**config.mk**
```make
export PLATFORM = sky130hd
export DESIGN_NAME = microwave_timer_ctrl_flat
export DESIGN_NICKNAME = d
export VERILOG_FILES = /design/src/rtl/microwave_timer_ctrl_if.sv /design/src/rtl/microwave_timer_ctrl.sv /design/src/flat_wrapper.sv
export SDC_FILE = /design/constraint.sdc
export NUM_CORES = 1
export LEC_CHECK = 0
export ABC_AREA = 0
export CORE_MARGIN = 2
export CORE_UTILIZATION = 40
export CTS_BUF_LIST = sky130_fd_sc_hd__clkbuf_8
export DETAILED_ROUTE_END_ITERATION = 10
export SETUP_SLACK_MARGIN = 0.02
export SYNTH_ARGS = -nofsm -noshare
export SYNTH_HDL_FRONTEND = slang
export SYNTH_SLANG_ARGS = --single-unit
```
**constraint.sdc**
```tcl
create_clock -name clk -period 2.48 [get_ports clk]
set_clock_uncertainty 0.1 [all_clocks]
set_input_delay 0.744 -clock clk [delete_from_list [all_inputs] [get_ports clk]]
set_output_delay 0.744 -clock clk [all_outputs]
set_load 0.1 [all_outputs]
```
**src/rtl/microwave_timer_ctrl_if.sv**
```systemverilog
// Keypad/button inputs and display/status outputs of the microwave cook-time controller.
// The master side drives the buttons; the controller uses the slave side.
interface microwave_timer_ctrl_if;
  logic       tick;
  logic       key_valid;
  logic [3:0] key_digit;
  logic       start;
  logic       stop;
  logic       clear;
  logic       door_closed;
  logic [3:0] min_digit;
  logic [3:0] sec_tens;
  logic [3:0] sec_units;
  logic       magnetron_on;
  logic       done;
  logic [2:0] state_o;

  modport master (
    output tick, key_valid, key_digit, start, stop, clear, door_closed,
    input  min_digit, sec_tens, sec_units, magnetron_on, done, state_o
  );

  modport slave (
    input  tick, key_valid, key_digit, start, stop, clear, door_closed,
    output min_digit, sec_tens, sec_units, magnetron_on, done, state_o
  );
endinterface

```
**src/rtl/microwave_timer_ctrl.sv**
```systemverilog
// Microwave cook-time controller: keypad entry into an M:ST BCD display, countdown on
// the 1 Hz tick, magnetron enable, and a timed done indication.
module microwave_timer_ctrl #(
  parameter int unsigned DONE_TICKS      = 3,
  parameter int unsigned QUICK_SECS_TENS = 3
) (
  input logic                   clk,
  input logic                   reset,
  microwave_timer_ctrl_if.slave bus
);

  typedef enum logic [2:0] {
    StIdle  = 3'd0,
    StEntry = 3'd1,
    StCook  = 3'd2,
    StPause = 3'd3,
    StDone  = 3'd4
  } state_e;

  state_e     state_q, state_d;
  logic [3:0] min_q, min_d;
  logic [3:0] tens_q, tens_d;
  logic [3:0] units_q, units_d;
  logic [3:0] cnt_q, cnt_d;

  logic time_zero;
  logic key_ok;
  logic start_ok;
  logic last_second;

  assign time_zero   = (min_q == 4'd0) && (tens_q == 4'd0) && (units_q == 4'd0);
  // A shift moves sec_units into sec_tens, so it must already be a legal tens digit.
  assign key_ok      = bus.key_valid && (bus.key_digit <= 4'd9) && (units_q <= 4'd5);
  assign start_ok    = bus.start && bus.door_closed;
  assign last_second = (min_q == 4'd0) && (tens_q == 4'd0) && (units_q <= 4'd1);

  always_comb begin
    state_d = state_q;
    min_d   = min_q;
    tens_d  = tens_q;
    units_d = units_q;
    cnt_d   = cnt_q;

    if (bus.clear) begin
      state_d = StIdle;
      min_d   = 4'd0;
      tens_d  = 4'd0;
      units_d = 4'd0;
      cnt_d   = 4'd0;
    end else begin
      case (state_q)
        StIdle, StEntry: begin
          if (bus.stop && (state_q == StEntry)) begin
            state_d = StIdle;
            min_d   = 4'd0;
            tens_d  = 4'd0;
            units_d = 4'd0;
          end else if (start_ok && time_zero) begin
            state_d = StCook;
            min_d   = 4'd0;
            tens_d  = QUICK_SECS_TENS[3:0];
            units_d = 4'd0;
          end else if (start_ok && (state_q == StEntry)) begin
            state_d = StCook;
          end else if (key_ok) begin
            state_d = StEntry;
            min_d   = tens_q;
            tens_d  = units_q;
            units_d = bus.key_digit;
          end
        end
        StCook: begin
          if (!bus.door_closed || bus.stop) begin
            state_d = StPause;
          end else if (bus.tick) begin
            if (last_second) begin
              state_d = StDone;
              units_d = 4'd0;
              cnt_d   = 4'd0;
            end else if (units_q != 4'd0) begin
              units_d = units_q - 4'd1;
            end else if (tens_q != 4'd0) begin
              units_d = 4'd9;
              tens_d  = tens_q - 4'd1;
            end else begin
              units_d = 4'd9;
              tens_d  = 4'd5;
              min_d   = min_q - 4'd1;
            end
          end
        end
        StPause: begin
          if (bus.stop) begin
            state_d = StIdle;
            min_d   = 4'd0;
            tens_d  = 4'd0;
            units_d = 4'd0;
          end else if (start_ok) begin
            state_d = StCook;
          end
        end
        StDone: begin
          min_d   = 4'd0;
          tens_d  = 4'd0;
          units_d = 4'd0;
          if (bus.tick) begin
            if (cnt_q + 4'd1 == DONE_TICKS[3:0]) begin
              state_d = StIdle;
              cnt_d   = 4'd0;
            end else begin
              cnt_d = cnt_q + 4'd1;
            end
          end
        end
        default: begin
          state_d = StIdle;
          min_d   = 4'd0;
          tens_d  = 4'd0;
          units_d = 4'd0;
          cnt_d   = 4'd0;
        end
      endcase
    end
  end

  always_ff @(posedge clk) begin
    if (!reset) begin
      state_q <= StIdle;
      min_q   <= 4'd0;
      tens_q  <= 4'd0;
      units_q <= 4'd0;
      cnt_q   <= 4'd0;
    end else begin
      state_q <= state_d;
      min_q   <= min_d;
      tens_q  <= tens_d;
      units_q <= units_d;
      cnt_q   <= cnt_d;
    end
  end

  assign bus.min_digit    = min_q;
  assign bus.sec_tens     = tens_q;
  assign bus.sec_units    = units_q;
  assign bus.state_o      = state_q;
  assign bus.magnetron_on = (state_q == StCook);
  assign bus.done         = (state_q == StDone);

endmodule

```
**src/flat_wrapper.sv**
```systemverilog
// flat-port wrapper written by rule: the top's interface ports become plain ports
module microwave_timer_ctrl_flat 
#(
  parameter int unsigned DONE_TICKS      = 3,
  parameter int unsigned QUICK_SECS_TENS = 3
)
  (clk, reset, bus_tick, bus_key_valid, bus_key_digit, bus_start, bus_stop, bus_clear, bus_door_closed, bus_min_digit, bus_sec_tens, bus_sec_units, bus_magnetron_on, bus_done, bus_state_o);
  microwave_timer_ctrl_if bus_i ();
  input logic clk;
  input logic reset;
  input wire logic [$bits(bus_i.tick)-1:0] bus_tick;
  input wire logic [$bits(bus_i.key_valid)-1:0] bus_key_valid;
  input wire logic [$bits(bus_i.key_digit)-1:0] bus_key_digit;
  input wire logic [$bits(bus_i.start)-1:0] bus_start;
  input wire logic [$bits(bus_i.stop)-1:0] bus_stop;
  input wire logic [$bits(bus_i.clear)-1:0] bus_clear;
  input wire logic [$bits(bus_i.door_closed)-1:0] bus_door_closed;
  output wire logic [$bits(bus_i.min_digit)-1:0] bus_min_digit;
  output wire logic [$bits(bus_i.sec_tens)-1:0] bus_sec_tens;
  output wire logic [$bits(bus_i.sec_units)-1:0] bus_sec_units;
  output wire logic [$bits(bus_i.magnetron_on)-1:0] bus_magnetron_on;
  output wire logic [$bits(bus_i.done)-1:0] bus_done;
  output wire logic [$bits(bus_i.state_o)-1:0] bus_state_o;
  assign bus_i.tick = bus_tick;
  assign bus_i.key_valid = bus_key_valid;
  assign bus_i.key_digit = bus_key_digit;
  assign bus_i.start = bus_start;
  assign bus_i.stop = bus_stop;
  assign bus_i.clear = bus_clear;
  assign bus_i.door_closed = bus_door_closed;
  assign bus_min_digit = bus_i.min_digit;
  assign bus_sec_tens = bus_i.sec_tens;
  assign bus_sec_units = bus_i.sec_units;
  assign bus_magnetron_on = bus_i.magnetron_on;
  assign bus_done = bus_i.done;
  assign bus_state_o = bus_i.state_o;
  microwave_timer_ctrl #(.DONE_TICKS(DONE_TICKS), .QUICK_SECS_TENS(QUICK_SECS_TENS)) u_core (.clk(clk), .reset(reset), .bus(bus_i));
endmodule
```
Yosys cells after proc, flatten, opt, wreduce, memory -nomap -nowiden
Cells that the tools add are included.
{ "totals": {"register_bits": 19, "output_inout_bits": 17, "input_bits": 12} }
{ "classes": {"mux": 48, "n_eq_ne": 20, "n_reduce_logical": 25, "bitwise_logic": 2, "n_addsub": 4, "magnitude_cmp": 3} }
{ "op_table": {"columns": ["op", "n"], "rows": [
  ["$mux W4", 32],
  ["$pmux W4 S3", 4],
  ["$mux W3", 11],
  ["$ne A2 B2 Y1 const B", 7],
  ["$logic_not A4 Y1", 3],
  ["$pmux W3 S4", 1],
  ["$sub A4 B1 Y4 const B", 3],
  ["$reduce_and A5 Y1", 2],
  ["$logic_and A1 B1 Y1", 9],
  ["$reduce_and A8 Y1", 1],
  ["$reduce_bool A4 Y1", 2],
  ["$reduce_and A7 Y1", 1],
  ["$eq A3 B2 Y1 const B", 2],
  ["$ne A3 B2 Y1 const B", 2],
  ["$reduce_and A6 Y1", 1],
  ["$ne A5 B1 Y1 const B", 1],
  ["$add A4 B1 Y4 const B", 1],
  ["$eq A4 B2 Y1 const B", 1],
  ["$le A4 B1 Y1 const B", 1],
  ["$le A4 B3 Y1 const B", 1],
  ["$le A4 B4 Y1 const B", 1],
  ["$ne A2 B1 Y1 const B", 2],
  ["$ne A4 B1 Y1 const B", 1],
  ["$ne A4 B2 Y1 const B", 1],
  ["9 further kinds", 11]
]} }

Logic depth before layout (Yosys ltp)
{ "depth": {"word_depth": 8, "mapped_depth": 9, "depth_no_buf": 7} }

Least setup slack after synthesis
No wires, ideal clock.
{ "synth_path": {"kind": "register -> register", "startpoint": "reg u_core.state_q[2], in the netlist u_core.bus.state_o[2]", "endpoint": "reg u_core.cnt_q[1]", "path_stages_with_launch": 6, "setup_slack_ns": -2.389, "period_less_slack_ns": 4.869, "t_arrival_ns": 4.699, "n_path_buf": 1, "t_required_ns": 2.310, "path_cell_list": "dfxtp_1 buf_2 nor3b_1 o311a_1 or3b_1 a21oi_1"} }
{ "synth_lines": {"columns": ["item", "line_no", "text"], "rows": [
  ["start, declared", "microwave_timer_ctrl.sv:20", "state_e state_q, state_d;"],
  ["start signal, assigned", "microwave_timer_ctrl.sv:128", "state_q <= StIdle;"],
  ["start signal, assigned", "microwave_timer_ctrl.sv:134", "state_q <= state_d;"],
  ["$eq A3 B3 Y1 *", null, null],
  ["net bus_done", "flat_wrapper.sv:22", "output wire logic [$bits(bus_i.done)-1:0] bus_done;"],
  ["$ne A2 B2 Y1 (no line)", null, null],
  ["$reduce_and A5 Y1 (no line)", null, null],
  ["end signal, assigned", "microwave_timer_ctrl.sv:138", "cnt_q <= cnt_d;"],
  ["end, declared", "microwave_timer_ctrl.sv:24", "logic [3:0] cnt_q, cnt_d;"]
]} }
The timed path passes the listed nets; every way through them passes the cells marked *.
A chain may end at the register's enable or synchronous reset.

Worst setup path in the final report
{ "layout_path": {"startpoint": "in bus_door_closed", "endpoint": "reg u_core.units_q[3], in the netlist u_core.bus.sec_units[3]"} }
{ "layout_between": {"elab_chain_cells": 5} }
{ "layout_rtl": {"columns": ["item", "line_no", "text"], "rows": [
  ["start, declared", "flat_wrapper.sv:17", "input wire logic [$bits(bus_i.door_closed)-1:0] bus_door_closed;"],
  ["$logic_and A1 B1 Y1", "microwave_timer_ctrl.sv:34", "assign start_ok = bus.start && bus.door_closed;"],
  ["$logic_and A1 B1 Y1", "microwave_timer_ctrl.sv:58", "end else if (start_ok && time_zero) begin"],
  ["$mux W4", "microwave_timer_ctrl.sv:58", null],
  ["$mux W4", "microwave_timer_ctrl.sv:53", "if (bus.stop && (state_q == StEntry)) begin"],
  ["$pmux W4 S3", "microwave_timer_ctrl.sv:51", "case (state_q)"],
  ["end signal, assigned", "microwave_timer_ctrl.sv:137", "units_q <= units_d;"],
  ["end, declared", "microwave_timer_ctrl.sv:23", "logic [3:0] units_q, units_d;"]
]} }
Parallel ways exist; a longest one is shown, timed or not.

==> impl_metrics.py <==
metrics = {
    "cts": {
        "h-tree-depth": 1,
        "cts.sinks": 19,
        "clock_path_buffers": 2,
        "cts_tree": "done",
        "ctsHoldBuffers": 0,
        "root_buffer": "clkbuf_8",
        "clk_pin_slew_ns": 0.08,
        "insertion_delay_ns": 0.26,
        "numCtsBuffers": 3,
    },
    "routing": {
        "avgViaCountPerCell": 5.719,
        "drcViolationCount": 0,
        "ant_nets": 0,
        "wl_per_cell_um": 15.16,
        "drt_wl_total_mm": 4.366,
        "vias": 1647,
        "dr.pass1.iters": 4,
        "drtIter0Drc": 158,
    },
    "grt": {
        "antenna_found_initial": 0,
        "groute.usage.overall": 0.2153,
        "grt_max_degree": 15,
        "grt_pass1_vias": 1538,
        "gr-total-overflow": 0,
        "grt_pass1_wl_mm": 7.383,
    },
    "synth": {
        "ys_warn_count": 0,
        "synth-seq-cells": 19,
        "ys_top_cells_by_area": "dfxtp_1 25%, a21oi_1 9.5%, nand2_1 4.2%, ha_1 4.1%, a311oi_1 4.0%",
        "synth.avg_cell_area_um2": 8.100,
        "syn_inst": 188,
        "yosysTopAreaCell": "dfxtp_1",
        "ys_seq_area_frac": 0.2498,
        "syn_area_um2": 1523,
        "netlist.area_leader.share": 0.2498,
        "synth_edf_count": 0,
        "synth_cell_types": 55,
        "synthesis.nets": 205,
        "synth_common_cells": "29 x a21oi_1, 19 x dfxtp_1, 17 x nand2_1",
        "synth_most_common_cell": "a21oi_1",
        "ys.flop_type": "dfxtp_1",
        "ys_async_sr_fraction": 0,
    },
    "job": {
        "max-cap-violations": 0,
    },
    "power": {
        "power_density_nw_per_um2": 575.9,
        "p_leak_nw": 0.7896,
        "power_w": 0.001230,
        "peakVddDrop_v": 0.0004790,
    },
    "floorplanning": {
        "die_x_um": 65.70,
        "initial_utilization": 0.4159,
        "num_rows": 22,
        "die_y_um": 65.70,
        "core_um2": 3661,
        "ioPinCount": 29,
        "dieArea_um2": 4316,
    },
    "critical_path": {
        "crit_fanout": 11,
        "critical_path.cell_chain": "clkdlybuf4s50_1 > and2_4 > and4_4 > o32a_2 > buf_4 > a21oi_1 > a311oi_2",
        "critical_path.startpoint_type": "primary input",
        "required_ns": 2.51,
        "reg2reg_slack_ns": 0.19,
        "arrival_ns": 2.45,
        "path_class": "primary input to flop",
        "cpPeakStageDelay_ns": 0.45,
        "ff2ff_path_depth": 8,
        "critPathCaptureType": "flop",
        "worst_path_max_delay_cell": "clkdlybuf4s50_1",
    },
    "placed_design": {
        "place_congestion": 0.8562,
        "dp_hpwl_mm": 3.262,
        "place_area_um2": 2034,
        "io_buffers": 28,
    },
    "sta": {
        "finalSetupViolations": 0,
        "fin_crit_ns": 2.421,
        "timing.hold.ws_ns": 0.4181,
        "final_max_slew_viol_count": 0,
        "hold_viol_final": 0,
        "relSlewSlack": 0.6713,
        "fin_crit_sh": 0.9762,
        "rsz0062_at_grt": "true",
        "max_freq_mhz": 413.0,
        "worstMarginPinSlew_ns": 0.4864,
        "tns_ns": 0,
    },
    "run_status": {
        "status": "complete, no violations",
    },
    "layout": {
        "fill_cells": 346,
        "syn_to_final_growth_pct": 40.26,
        "num_antenna_cells": 0,
        "final_util": 0.5834,
        "nets": 258,
        "stdcell_area_um2": 2136,
        "drive_above_1_share": 0.3708,
    },
    "min_path": {
        "hold_class": "flop to flop",
        "worstHoldPathCells": 2,
    },
}
cell families after synthesis:
logic type,synth area share
AOI/OAI and AO/OA,0.3172
buffers and inverters,0.08217
muxes,0.01972
adders and majority gates,0.04108
xor gates and xnor gates,0.01151
DFF,0.2498
and+or+nand+nor,0.2786
critical path, delay by kind of cell:
| family | cells | cell delay, ns |
|---|---|---|
| and+or+nand+nor | 2 | 0.38 |
| buffers and inverters | 2 | 0.65 |
| AOI/OAI and AO/OA | 3 | 0.66 |
report_power, final:
group          switching (W)  internal (W)  total (W)
Sequential         0.0000462      0.000327   0.000373
Combinational       0.000371      0.000265   0.000636
Clock               0.000111      0.000110   0.000221
registers in the layout (all words and copies together) (netlist names):
signal,count
u_core.bus.min_digit,4
u_core.bus.sec_tens,4
u_core.cnt_q,4
u_core.bus.state_o,3
u_core.bus.sec_units,4
final cells by class:
type,instances,area [um^2],share of cell area
clock buffers,3,41.29,0.01933
clock inverters,1,3.754,0.001757
inverters,10,41.29,0.01933
multi-input cells,148,1082,0.5067
flip-flops and latches,19,411.6,0.1927
well taps,48,60.06,0.02812
repair buffers,59,495.5,0.2320
repair_timing:
| item | CTS | global route |
|---|---|---|
| setup buffers | 1 | 0 |
| pin swaps | 1 | 0 |
| gates resized for setup | 2 | 9 |
| setup endpoints to repair | 4 | 14 |
placed cells by master (no fill, tap or decap), types with 6 or more instances in the layout:
cell type         n
a21oi_1          28
a311oi_1          6
buf_4            46
clkdlybuf4s50_1  11
dfxtp_2          10
inv_1            10
nand2_1          17
nor2_1            8
o21ai_0          10
final timing paths:
check | from | end
setup reg to reg | u_core.bus.min_digit[0] | u_core.bus.state_o[1]
setup / recovery | bus_door_closed | u_core.bus.sec_units[3]
hold / removal | u_core.cnt_q[2] | u_core.cnt_q[2]
hold reg to reg | u_core.cnt_q[2] | u_core.cnt_q[2]
per-stage QoR:
step | std cells | setup slack, ns
final | 288 | 0.05893
after CTS | 288 | 0.02853
after global placement | 283 | -0.2265
after detailed placement | 283 | -0.2868
after global routing | 288 | -0.02043
after floorplan | 188 | -0.1174
metal layers:
layer	up-vias	global-route usage	part of all wire	wire, um
li1	813	-	-	-
met1	785	0.2859	0.45	1958
met2	47	0.3586	0.48	2110
met3	2	0.04281	0.063	273
met4	0	0.04688	0.0055	24
met5	-	0	0	0
Note: power is estimated with default switching activity, not from simulation.
